[config.mk]
export PLATFORM = sky130hd
export DESIGN_NAME = xor_rr_scheduler
export DESIGN_NICKNAME = d
export VERILOG_FILES = /design/src/rtl/xor_rr_scheduler_pkg.sv /design/src/rtl/xor_rr_scheduler_rr_arbiter.sv /design/src/rtl/xor_rr_scheduler.sv
export SDC_FILE = /design/constraint.sdc
export NUM_CORES = 1
export LEC_CHECK = 0
export BUFFER_PORTS_ARGS = -buffer_cell sky130_fd_sc_hd__buf_2
export CAP_MARGIN = 20
export CORE_ASPECT_RATIO = 0.7
export CORE_MARGIN = 5
export CORE_UTILIZATION = 40
export CTS_CLUSTER_SIZE = 40
export DETAILED_ROUTE_END_ITERATION = 6
export GPL_ROUTABILITY_DRIVEN = 0
export PLACE_DENSITY = 0.76
export SLEW_MARGIN = 0
export SYNTH_ARGS = -nofsm -noshare
export SYNTH_HDL_FRONTEND = slang
export SYNTH_SLANG_ARGS = --single-unit
[constraint.sdc]
create_clock -name clk -period 1.8 [get_ports clk]
set_input_delay 0.09 -clock clk [delete_from_list [all_inputs] [get_ports clk]]
set_output_delay 0.09 -clock clk [all_outputs]
set_load 0.02 [all_outputs]
[src/rtl/xor_rr_scheduler_pkg.sv]
// xor_rr_scheduler_pkg: default sizing and id-width helper for the shared XOR scheduler
package xor_rr_scheduler_pkg;
   localparam int DEF_N_REQ = 4;
   localparam int DEF_WIDTH = 8;
   localparam int DEF_CNT_W = 16;
   function automatic int id_w(input int n);
      return (n > 2) ? $clog2(n) : 1;
   endfunction
endpackage

[src/rtl/xor_rr_scheduler_rr_arbiter.sv]
// rr_arbiter: combinational round-robin pick, searching upward from ptr with wrap
module rr_arbiter
   import xor_rr_scheduler_pkg::*;
#(
   parameter int N_REQ = DEF_N_REQ,
   localparam int ID_W = id_w(N_REQ)
) (
   input  logic [N_REQ-1:0] req,
   input  logic [ID_W-1:0]  ptr,
   input  logic             en,
   output logic [N_REQ-1:0] grant,
   output logic [ID_W-1:0]  grant_idx,
   output logic             any
);
   always_comb begin
      grant_idx = '0;
      any = 1'b0;
      // Walk offsets high to low so the smallest offset from ptr wins.
      for (int i = N_REQ - 1; i >= 0; i--) begin
         if (req[(int'(ptr) + i) % N_REQ]) begin
            grant_idx = ID_W'((int'(ptr) + i) % N_REQ);
            any = 1'b1;
         end
      end
      grant = '0;
      if (en && any) grant[grant_idx] = 1'b1;
   end
endmodule

[src/rtl/xor_rr_scheduler.sv]
// xor_rr_scheduler: shares one registered XOR unit among N_REQ round-robin requesters
module xor_rr_scheduler
   import xor_rr_scheduler_pkg::*;
#(
   parameter int N_REQ = DEF_N_REQ,
   parameter int WIDTH = DEF_WIDTH,
   parameter int CNT_W = DEF_CNT_W,
   localparam int ID_W = id_w(N_REQ)
) (
   input  logic                   clk,
   input  logic                   reset,
   input  logic [N_REQ-1:0]       req_valid,
   output logic [N_REQ-1:0]       req_ready,
   input  logic [N_REQ*WIDTH-1:0] req_a,
   input  logic [N_REQ*WIDTH-1:0] req_b,
   output logic                   rsp_valid,
   input  logic                   rsp_ready,
   output logic [WIDTH-1:0]       rsp_data,
   output logic [ID_W-1:0]        rsp_id,
   output logic [CNT_W-1:0]       txn_count
);
   logic [ID_W-1:0] ptr;
   logic [ID_W-1:0] grant_idx;
   logic            any;
   logic            can_accept;
   logic            accept;
   logic [WIDTH-1:0] xor_sel;
   assign can_accept = !rsp_valid || rsp_ready;
   assign accept = any && can_accept && !reset;
   assign xor_sel = req_a[grant_idx*WIDTH +: WIDTH] ^ req_b[grant_idx*WIDTH +: WIDTH];
   rr_arbiter #(.N_REQ(N_REQ)) u_arb (
      .req(req_valid),
      .ptr(ptr),
      .en(can_accept && !reset),
      .grant(req_ready),
      .grant_idx(grant_idx),
      .any(any)
   );
   always_ff @(posedge clk) begin
      if (reset) begin
         ptr <= '0;
         rsp_valid <= 1'b0;
         rsp_data <= '0;
         rsp_id <= '0;
         txn_count <= '0;
      end else if (accept) begin
         ptr <= (int'(grant_idx) == N_REQ - 1) ? '0 : grant_idx + 1'b1;
         rsp_valid <= 1'b1;
         rsp_data <= xor_sel;
         rsp_id <= grant_idx;
         txn_count <= txn_count + CNT_W'(1);
      end else if (rsp_ready) begin
         rsp_valid <= 1'b0;
      end
   end
endmodule

# == Word-level counts from Yosys, hierarchy flattened ==
# Cells that the tools add are included.
# word_totals
register_bits,29
in_bits,71
word_cells,60
# classes
add_sub_neg,5
magnitude_cmp,6
eq_ne,1
shifts,2
n_mux,25
bitwise,4
reduce_logical,12
# ops
op,count
$shiftx A32 B6 Y8,2
$add A16 B1 Y16 const B,1
$mux W1,14
$lt A3 B4 Y1 const B,3
$mux W2,5
$bmux W1 S2,4
$xor A8 B8 Y8,1
$lt A2 B3 Y1 const B,2
$reduce_or A2 Y1,3
$logic_and A1 B1 Y1,5
$add A2 B1 Y2 const B,2
$add A2 B2 Y2 const B,2
$mux W4,1
$and A1 B1 Y1 const A,3
$demux W1 S2,1
$eq A2 B1 Y1 const B,1
$ge A2 B1 Y1 const B,1
$logic_not A1 Y1,2
$reduce_bool A2 Y1,1
$logic_or A1 B1 Y1,1

# == Depth between registers and ports, before layout ==
# Gate-level depths: netlist of run 1.
# depth
word_depth,15
depth_mapped,8
ltp_nobuf,7

# == By module ==
# A second synthesis of run 1 with hierarchy kept.
# unflattened
hier_cells,232
hier_area_um2,1921.8
# modules_own_cells
module,n_inst,cells_each,area_each_um2,seq_area_each_um2
xor_rr_scheduler,1,212,1796.7,580.6
rr_arbiter,1,20,125.1,0.0

# == Worst setup path after synthesis of run 1 ==
# OpenSTA, ideal clock, no wires.
# synth_path
kind,reg2out
start,register ptr[1]
end,output req_ready[0]
arrival_ns,1.754
t_required_ns,1.710
path_slack_ns,-0.044
path_stages_with_launch,9
path_buffers,2
cell_sequence,dfxtp_1 > mux2i_1 > or2_1 > clkbuf_1 > and2_1 > clkbuf_1 > inv_1 > ha_1 > and2_1
# synth_via
elab_chain_cells,13
elab_cells_between_ends,29
# synth_rtl
element,line,source
from (decl),xor_rr_scheduler.sv:22,logic [ID_W-1:0] ptr;
from (signal assigned),xor_rr_scheduler.sv:47,ptr <= (int'(grant_idx) == N_REQ - 1) ? '0 : grant_idx + 1'b1;
$add A2 B2 Y2,xor_rr_scheduler_rr_arbiter.sv:20,if (req[(int'(ptr) + i) % N_REQ]) begin
$bmux W1 S2,xor_rr_scheduler_rr_arbiter.sv:20,
$mux W1 (implied by the code) (2 in series),xor_rr_scheduler_rr_arbiter.sv:20,
$mux W2 (3 in series),xor_rr_scheduler_rr_arbiter.sv:20,
$mux W2 *,xor_rr_scheduler_rr_arbiter.sv:20,
named net grant_idx[0],xor_rr_scheduler.sv:23,logic [ID_W-1:0] grant_idx;
$lt A2 B3 Y1 (implied by the code) or $ge A2 B1 Y1 (tied branches),xor_rr_scheduler_rr_arbiter.sv:26,if (en && any) grant[grant_idx] = 1'b1;
$logic_and A1 B1 Y1 (implied by the code),xor_rr_scheduler_rr_arbiter.sv:26,
$mux W1 (implied by the code),xor_rr_scheduler_rr_arbiter.sv:26,
$demux W1 S2 *,-,
$mux W4 *,xor_rr_scheduler_rr_arbiter.sv:26,
to (decl),xor_rr_scheduler.sv:13,"output logic [N_REQ-1:0] req_ready,"
# Mark *: on every way through the listed nets, which the timed path passes. The rest lies on a longest branch. The select of a mux whose other input is x is not followed.

# == Worst setup path after layout of run 1 ==
# layout_path
start,register ptr[1]
end,output req_ready[3]
# layout_via
elab_chain_cells,13
elab_cells_between_ends,29
# layout_rtl
element,line
$add A2 B2 Y2,"xor_rr_scheduler_rr_arbiter.sv:20, xor_rr_scheduler_rr_arbiter.sv:21"
$bmux W1 S2,xor_rr_scheduler_rr_arbiter.sv:20
$mux W1 (implied by the code) (2 in series),xor_rr_scheduler_rr_arbiter.sv:20
$mux W2 (4 in series),xor_rr_scheduler_rr_arbiter.sv:20
$lt A2 B3 Y1 (implied by the code) or $ge A2 B1 Y1 (tied branches),xor_rr_scheduler_rr_arbiter.sv:26
$logic_and A1 B1 Y1 (implied by the code),xor_rr_scheduler_rr_arbiter.sv:26
$mux W1 (implied by the code),xor_rr_scheduler_rr_arbiter.sv:26
$demux W1 S2,-
$mux W4 *,xor_rr_scheduler_rr_arbiter.sv:26
# Every way passes the cells marked *; elsewhere a longest branch is shown, timed or not. The select of a mux whose other input is x is not followed.

==> results of run 1 <==
placed cells by master (no fill, tap or decap), types with 4 or more instances in the layout:
cell / Yosys / final
nand2_1: 17 / 17
a21oi_1: 12 / 11
clkbuf_8: 0 / 6
a211o_1: 8 / 8
o21ai_0: 12 / 11
o211ai_1: 9 / 9
nor2_1: 20 / 20
dfxtp_1: 29 / 27
buf_4: 0 / 10
ha_1: 5 / 5
nand3_1: 12 / 12
buf_6: 1 / 4
xor2_1: 19 / 19
nor3_1: 7 / 7
xnor2_1: 27 / 27
inv_1: 6 / 5
buf_2: 0 / 97
and2_4: 0 / 5
flip-flops by register name (all words and copies together) (netlist names):
signal     flops
txn_count     16
ptr            2
rsp_id         2
rsp_valid      1
rsp_data       8
worst max path at each step:
stage,cells past startpoint,from,to,slack [ns]
after global routing,7,ptr[1]$_SDFFE_PP0P_,req_ready[0],-0.01
after floorplan,6,rsp_valid$_SDFFE_PP0P_,txn_count[13]$_SDFFE_PP0P_,0.05
final,6,ptr[1]$_SDFFE_PP0P_,req_ready[3],0.07
after detailed placement,5,rsp_valid$_SDFFE_PP0P_,txn_count[14]$_SDFFE_PP0P_,0.04
after global placement,5,rsp_valid$_SDFFE_PP0P_,txn_count[14]$_SDFFE_PP0P_,0.11
after CTS,7,ptr[1]$_SDFFE_PP0P_,req_ready[0],0.01
per-stage QoR:
| step | hold slack, ns | instance area, um2 |
|---|---|---|
| floorplan | 0.163 | 1860 |
| global placement | 0.460 | 2460 |
| detailed placement | 0.465 | 2460 |
| CTS | 0.219 | 2550 |
| global route | 0.245 | 2610 |
| finish | 0.224 | 2610 |
tightest hold or removal path, delay by kind of cell:
family | cells | cell delay (ns)
AO/OA/AOI/OAI | 2 | 0.21
buffers and inverters | 1 | 0.08
XOR/XNOR | 1 | 0.05
repair_timing:
item | 4_1_cts | 5_1_grt
resized for setup | 4 | 18
pin swaps | 0 | 4
endpoints found under the setup margin | 4 | 5
buffers inserted | 0 | 1
gates cloned | 0 | 0
logic make-up after synthesis:
| kind of cell | Yosys count |
|---|---|
| adders and majority gates | 5 |
| DFF | 29 |
| buffers and inverters | 14 |
| AOI/OAI and AO/OA | 46 |
| xor gates and xnor gates | 46 |
| muxes | 3 |
| and+or+nand+nor | 77 |
per-layer routing:
metal | part of all wire (%) | up-vias | global-route usage, %
met5 | 0 | - | 0
met4 | 0.66 | 0 | 3.57
li1 | - | 979 | -
met1 | 43 | 874 | 21.1
met2 | 49 | 58 | 24.1
met3 | 7.2 | 4 | 4.40
report_power, final:
part	internal (uW)	leakage (uW)	total, uW	switching [uW]
clock network	302	0.0000443	515	213
logic	265	0.000940	582	316
registers	699	0.000238	737	37.5
total	1270	0.00122	1830	567
final cells by class:
| cell class | count | area (um2) |
|---|---|---|
| multi-input combinational | 177 | 1240 |
| timing repair buffer | 111 | 606 |
| clock buffer | 7 | 86.3 |
| fill | 425 | 1820 |
| tap | 55 | 68.8 |
| sequential | 29 | 586 |
| inverter | 6 | 22.5 |
==> flow_summary.ini, run 1 <==
[status]
outcome = finished clean

[critical_path]
critPathKind = reg -> out
max_stage_delay_ns = 0.36
cp_max_fo = 6
crit_path_cell_trace = mux2i_1, or2_1, and2_4, ha_1, and2_4, buf_6
worst_setup_path_end_kind = output pin
crit_buf_inv = 1
startpoint_type = register
path_delay_family = simple AND/OR/NAND/NOR gates
worstReg2RegEnd = txn_count[14]$_SDFFE_PP0P_
worstPathArrival_ns = 1.64
cp_slowest_cell = dfxtp_4
worstReg2RegStart = rsp_valid$_SDFFE_PP0P_
rrSetupSlack_ns = 0.09
r2r_cells = 5
cp.required_ns = 1.71
crit_top_cell = and2_4

[grt]
grtUsageTotal_pct = 15.5
antenna_found_initial = 0
grt_max_degree = 24
grt_overflow_total = 0
grt_pass1_vias = 1694
grt_pass1_wl_um = 7730

[logic_synthesis]
synth_ff_type = dfxtp_1
avgSynthCellArea_um2 = 8.46
yosys.area_share.simple_pct = 22.9
synth_xor_area_share_pct = 21.7
synth_cell_type_count = 32
synth_common_cells = dfxtp_1 (29), xnor2_1 (27), nor2_1 (20)
yosys_warnings = 0
synth_top_area_cell = dfxtp_1
synth_compound_area_share_pct = 16.0
synth_fp_nets = 296
yosysMostFrequentCell = dfxtp_1
synth_top_family_by_area = simple AND/OR/NAND/NOR gates
synth_cells = 220
yosysSeqAreaShare_pct = 31.2
synthAdderAreaFrac_pct = 3.36
yosysTopAreaCellShare_pct = 31.2
async_reset_ff_share_pct = 0
synth_area_um2 = 1860
ys_ff_latch = 29
synth_area_leaders = dfxtp_1 (31%), xnor2_1 (13%), xor2_1 (8.9%)
synthMuxAreaShare_pct = 1.61
synth_edf_count = 0

[min_path]
hold_start = req_b[4]
min_to = rsp_data[4]$_SDFFE_PP0P_
hold_class = in -> reg
worstHoldPathCells = 4

[floorplanning]
coreArea_um2 = 4430
pin_count = 102
die_h_um = 67.1
start_util_pct = 42.0
die_x_um = 91.5
core.rowCount = 20
die_area_um2 = 6140

[clocking]
cts_tree = built
cts.clk_slew.worst_paths_ns = 0.06
h-tree-depth = 2
cts_root_buffer = clkbuf_8
cts_hold_buf = 0
clock_path_buffers = 2
numCtsBuffers = 5
cts_sinks = 29
clk_latency_ns = 0.27

[drt]
wl_per_cell_um = 13.0
viasPerCell = 4.97
wl_um = 5000
vias = 1915
firstDrtPassIters = 4
drtIter0Drc = 89
drc = 0
antenna_left = 0

[flow_run]
maxCapViolCount = 0

[sta]
drv_slew = 0
final-setup-viol-count = 0
finalHoldViolations = 0
max_freq_ghz = 0.579
period_share_pct = 96.0
worst_pin_slew_ns = 0.737
setup_ws_ns = 0.0723
post-route-min-period_ns = 1.73
grt_setup_unrepaired = true
final.setup.tns_ns = 0
relSlewSlack_pct = 50.7
fin_skew_ns = 0.00342

[final_layout]
stdcell_count = 385
area_growth_pct = 40.3
fin_util_pct = 59.0
diodes = 0
layout-drive-gt1-share_pct = 40.0
layout.nets = 406

[placement]
dpl.hpwl_um = 4060
dp_cells = 377
dpl_worst_slack_ns = 0.0362
port_buffers = 101

[power]
leakage_uw = 0.00122
total_power_uw = 1830
power_density_nw_per_um2 = 702
ir_worst_vdd_uv = 323
Note: power is estimated with default switching activity, not from simulation.
==> run 2: changes to the inputs <==
Settings changed: CORE_UTILIZATION 40 to 45, PLACE_DENSITY 0.76 to 0.81.
Clock period 1.8 ns to 1.9 ns, I/O delays scaled along.
==> flow_summary.ini, run 2 (same netlist as run 1, synthesis figures left out) <==
[grt]
grt_overflow_total = 0
grt_max_degree = 23
grt_pass1_vias = 1736
antenna_found_initial = 0
grt_pass1_wl_um = 7950
grtUsageTotal_pct = 17.6

[clocking]
h-tree-depth = 2
cts_sinks = 29
cts_root_buffer = clkbuf_8
cts_hold_buf = 0
clock_path_buffers = 2
clk_latency_ns = 0.28
numCtsBuffers = 5
cts.clk_slew.worst_paths_ns = 0.06
cts_tree = built
post_cts_buffers = 0

[final_layout]
area_growth_pct = 37.1
layout_commonest_cell = buf_2
seqCellArea_um2 = 584
diodes = 0
stdcell_count = 379
multi_input_area_um2 = 1230
layout.nets = 403
fin_area_um2 = 2550
final_cell_mix = buf_2 (101), dfxtp_1 (28), xnor2_1 (27)
largest_reg_flops = 16
layout-drive-gt1-share_pct = 37.6
largestRegisters = txn_count: 16 flops, rsp_data: 8 flops
fillCellCount = 348
top_register = txn_count

[placement]
dpl_worst_slack_ns = -0.0438
port_buffers = 101
dpl.hpwl_um = 4030
dp_cells = 372
postPlaceCellArea_um2 = 2450

[sta]
worst_pin_slew_ns = 0.708
fin_hold_ws_ns = 0.206
period_share_pct = 97.0
setup_ws_ns = 0.0562
finalHoldViolations = 0
fin_skew_ns = 0.00355
drv_slew = 0
grt_setup_unrepaired = false
relSlewSlack_pct = 52.6
post-route-min-period_ns = 1.84
final-setup-viol-count = 0
max_freq_ghz = 0.542

[drt]
m1WireLength_um = 2220
vias = 1921
wl_um = 5090
dr_wl_met3_um = 398
firstDrtPassIters = 4
antenna_left = 0
drtIter0Drc = 96
wl_per_cell_um = 13.4
drc = 0
viasPerCell = 5.07
routed.top_layer = met4
met2_length_um = 2400

[critical_path]
rrSetupSlack_ns = 0.11
startpoint_type = register
critPathKind = reg -> out
cp_max_fo = 6
worst_setup_path_end_kind = output pin
worstPathArrival_ns = 1.75
cp.required_ns = 1.80

[min_path]
hold_class = in -> reg

[floorplanning]
coreArea_um2 = 3950
die_h_um = 63.8
pin_count = 102
die_area_um2 = 5540
core.rowCount = 19
start_util_pct = 47.1
die_x_um = 86.9

[power]
power_density_nw_per_um2 = 678
total_power_uw = 1730
ir_worst_vdd_uv = 369
leakage_uw = 0.00120

[flow_run]
maxCapViolCount = 0

[status]
outcome = finished clean
run 2: cell count changes in the layout (fill, tap and decap cells not counted), moves of 3 or more:
| cell | before | now |
|---|---|---|
| and2_4 | 5 | 1 |
| buf_2 | 97 | 101 |
| buf_6 | 4 | 0 |
| buf_4 | 10 | 7 |
| and2_1 | 0 | 4 |
run 2: final timing paths:
kind                                  from                         end  cells past startpoint
setup / recovery       ptr[1]$_SDFFE_PP0P_                req_ready[0]                      7
hold / removal                   rsp_ready      rsp_valid$_SDFFE_PP0P_                      4
setup reg to reg    rsp_valid$_SDFFE_PP0P_  txn_count[14]$_SDFFE_PP0P_                      5
hold reg to reg   rsp_data[4]$_SDFFE_PP0P_    rsp_data[4]$_SDFFE_PP0P_                      2
run 2: area by class of cell:
class                   instances  area share (%)
inverters                       6           0.883
well taps                      52            2.55
clock buffers                   7            3.39
multi-input cells             177            48.4
repair buffers                108            21.9
flip-flops and latches         29            22.9
run 2: power breakdown:
part,total (uW),switching [uW],internal (uW)
clock network,510,223,287
registers,698,36.8,662
logic,522,293,229
total,1730,552,1180
run 2: critical path, stage by stage (launching register included):
cell and delay, ns:
dfxtp_4 0.36, a21boi_0 0.18, o32a_1 0.20, and2_4 0.19, inv_1 0.06, ha_1 0.18, and2_1 0.13, buf_2 0.16
run 2: through the flow:
step	utilization, %	TNS [ns]
global placement	62.0	0
finish	64.6	0
floorplan	-	0
global route	64.6	0
detailed placement	62.0	-0.242
CTS	64.3	0
run 2: metal layers:
| metal | GRT usage [%] | up-vias |
|---|---|---|
| met4 | 6.03 | 0 |
| met3 | 4.24 | 8 |
| li1 | - | 977 |
| met2 | 26.3 | 63 |
| met5 | 0 | - |
| met1 | 24.7 | 873 |
run 2: repair_timing:
item | 4_1_cts | 5_1_grt
setup endpoints to repair | 10 | 5
gates resized for setup | 2 | 5
endpoints found under the hold margin | 0 | 0
==> run 3: changes to the inputs <==
Settings changed: CTS_CLUSTER_SIZE 40 to default, REMOVE_ABC_BUFFERS from default to 1.
==> flow_summary.ini, run 3 (same netlist as run 1, synthesis figures left out) <==
[final_layout]
stdcell_count = 382
diodes = 0
fillCellCount = 343
final_cell_mix = buf_2 (101), dfxtp_1 (28), xnor2_1 (27)
top_register = txn_count
layout.nets = 405
area_growth_pct = 37.1
largest_reg_flops = 16
largestRegisters = txn_count: 16 flops, rsp_data: 8 flops
layout-drive-gt1-share_pct = 37.6
fin_util_pct = 64.6
layout_commonest_cell = buf_2

[clocking]
cts_sinks = 29
numCtsBuffers = 5
cts_root_buffer = clkbuf_8
h-tree-depth = 2
cts_tree = built
clk_latency_ns = 0.28
cts_hold_buf = 0
cts.clk_slew.worst_paths_ns = 0.06
clock_path_buffers = 2

[floorplanning]
die_x_um = 86.9
pin_count = 102
die_h_um = 63.8
die_area_um2 = 5540
coreArea_um2 = 3950
start_util_pct = 47.1
core.rowCount = 19

[sta]
finalHoldViolations = 0
final-setup-viol-count = 0
drv_slew = 0
fin_skew_ns = 0.00521
worst_pin_slew_ns = 0.765
post-route-min-period_ns = 1.81
relSlewSlack_pct = 48.8
final.setup.tns_ns = 0
max_freq_ghz = 0.554
grt_setup_unrepaired = true
period_share_pct = 95.1

[placement]
dp_cells = 374
dpl.hpwl_um = 4050
port_buffers = 101

[drt]
vias = 1916
drtIter0Drc = 107
antenna_left = 0
viasPerCell = 5.02
drc = 0
wl_per_cell_um = 13.2
firstDrtPassIters = 4
wl_um = 5040

[grt]
grtUsageTotal_pct = 17.1
grt_max_degree = 24
grt_overflow_total = 0
grt_pass1_vias = 1708
antenna_found_initial = 0
grt_pass1_wl_um = 7780

[critical_path]
startpoint_type = register
worstPathArrival_ns = 1.71
critPathKind = reg -> out
cp_max_fo = 6
worst_setup_path_end_kind = output pin
cp.required_ns = 1.80

[power]
ir_worst_vdd_uv = 511
total_power_uw = 1690
leakage_uw = 0.00121
power_density_nw_per_um2 = 664

[min_path]
hold_class = in -> reg

[flow_run]
maxCapViolCount = 0

[status]
outcome = finished clean
## run 3: routing by layer
metal / share of wire (%) / GRT usage [%] / vias to the layer above
li1: - / - / 981
met1: 43 / 23.1 / 870
met2: 49 / 27.0 / 58
met3: 7.2 / 5.13 / 7
met4: 0.87 / 3.50 / 0
met5: 0 / 0 / -
## run 3: repair_timing
item                                    4_1_cts  5_1_grt
resized for setup                             2        4
setup buffers                                 0        0
endpoints found under the setup margin        2        2
pin swaps                                     0        1
## run 3: cell type report
type,instances,area [um2],share of cell area (%)
clock buffers,6,72.6,2.85
clock inverters,2,10.0,0.393
inverters,6,22.5,0.883
multi-input cells,177,1220,47.9
flip-flops and latches,29,584,22.9
well taps,52,65.1,2.55
repair buffers,110,573,22.5
## run 3: metrics by stage
| stage | setup slack [ns] | cell area [um2] | hold slack (ns) |
|---|---|---|---|
| 2_1_floorplan | -0.0975 | 1820 | 0.164 |
| 4_1_cts | 0.0233 | 2550 | 0.200 |
| 3_5_place_dp | 0.163 | 2460 | 0.463 |
| 3_3_place_gp | 0.210 | 2460 | 0.458 |
| 6_report | 0.0938 | 2550 | 0.211 |
| 5_1_grt | -0.0122 | 2550 | 0.238 |
## run 3: power by group
part           total [uW]  leakage (uW)  internal [uW]  switching [uW]
logic                 523      0.000927            231             291
registers             697      0.000238            662            35.5
clock network         474     0.0000450            253             221
total                1690       0.00121           1150             548
## run 3: path summary, 6_finish.rpt
| check | start | to | slack, ns | depth (start not counted) |
|---|---|---|---|---|
| worst max register to register | rsp_valid$_SDFFE_PP0P_ | txn_count[14]$_SDFFE_PP0P_ | 0.14 | 5 |
| worst min-delay path | req_b[2] | rsp_data[2]$_SDFFE_PP0P_ | 0.21 | 4 |
| worst min register to register | rsp_data[3]$_SDFFE_PP0P_ | rsp_data[3]$_SDFFE_PP0P_ | 0.47 | 2 |
| worst max-delay path | ptr[1]$_SDFFE_PP0P_ | req_ready[0] | 0.09 | 6 |
## run 3: critical path, stage by stage, from the launching register on
cell and delay (ns):
dfxtp_4 0.36, o32a_1 0.36, and2_4 0.19, inv_1 0.08, ha_1 0.15, and2_1 0.13, buf_2 0.16
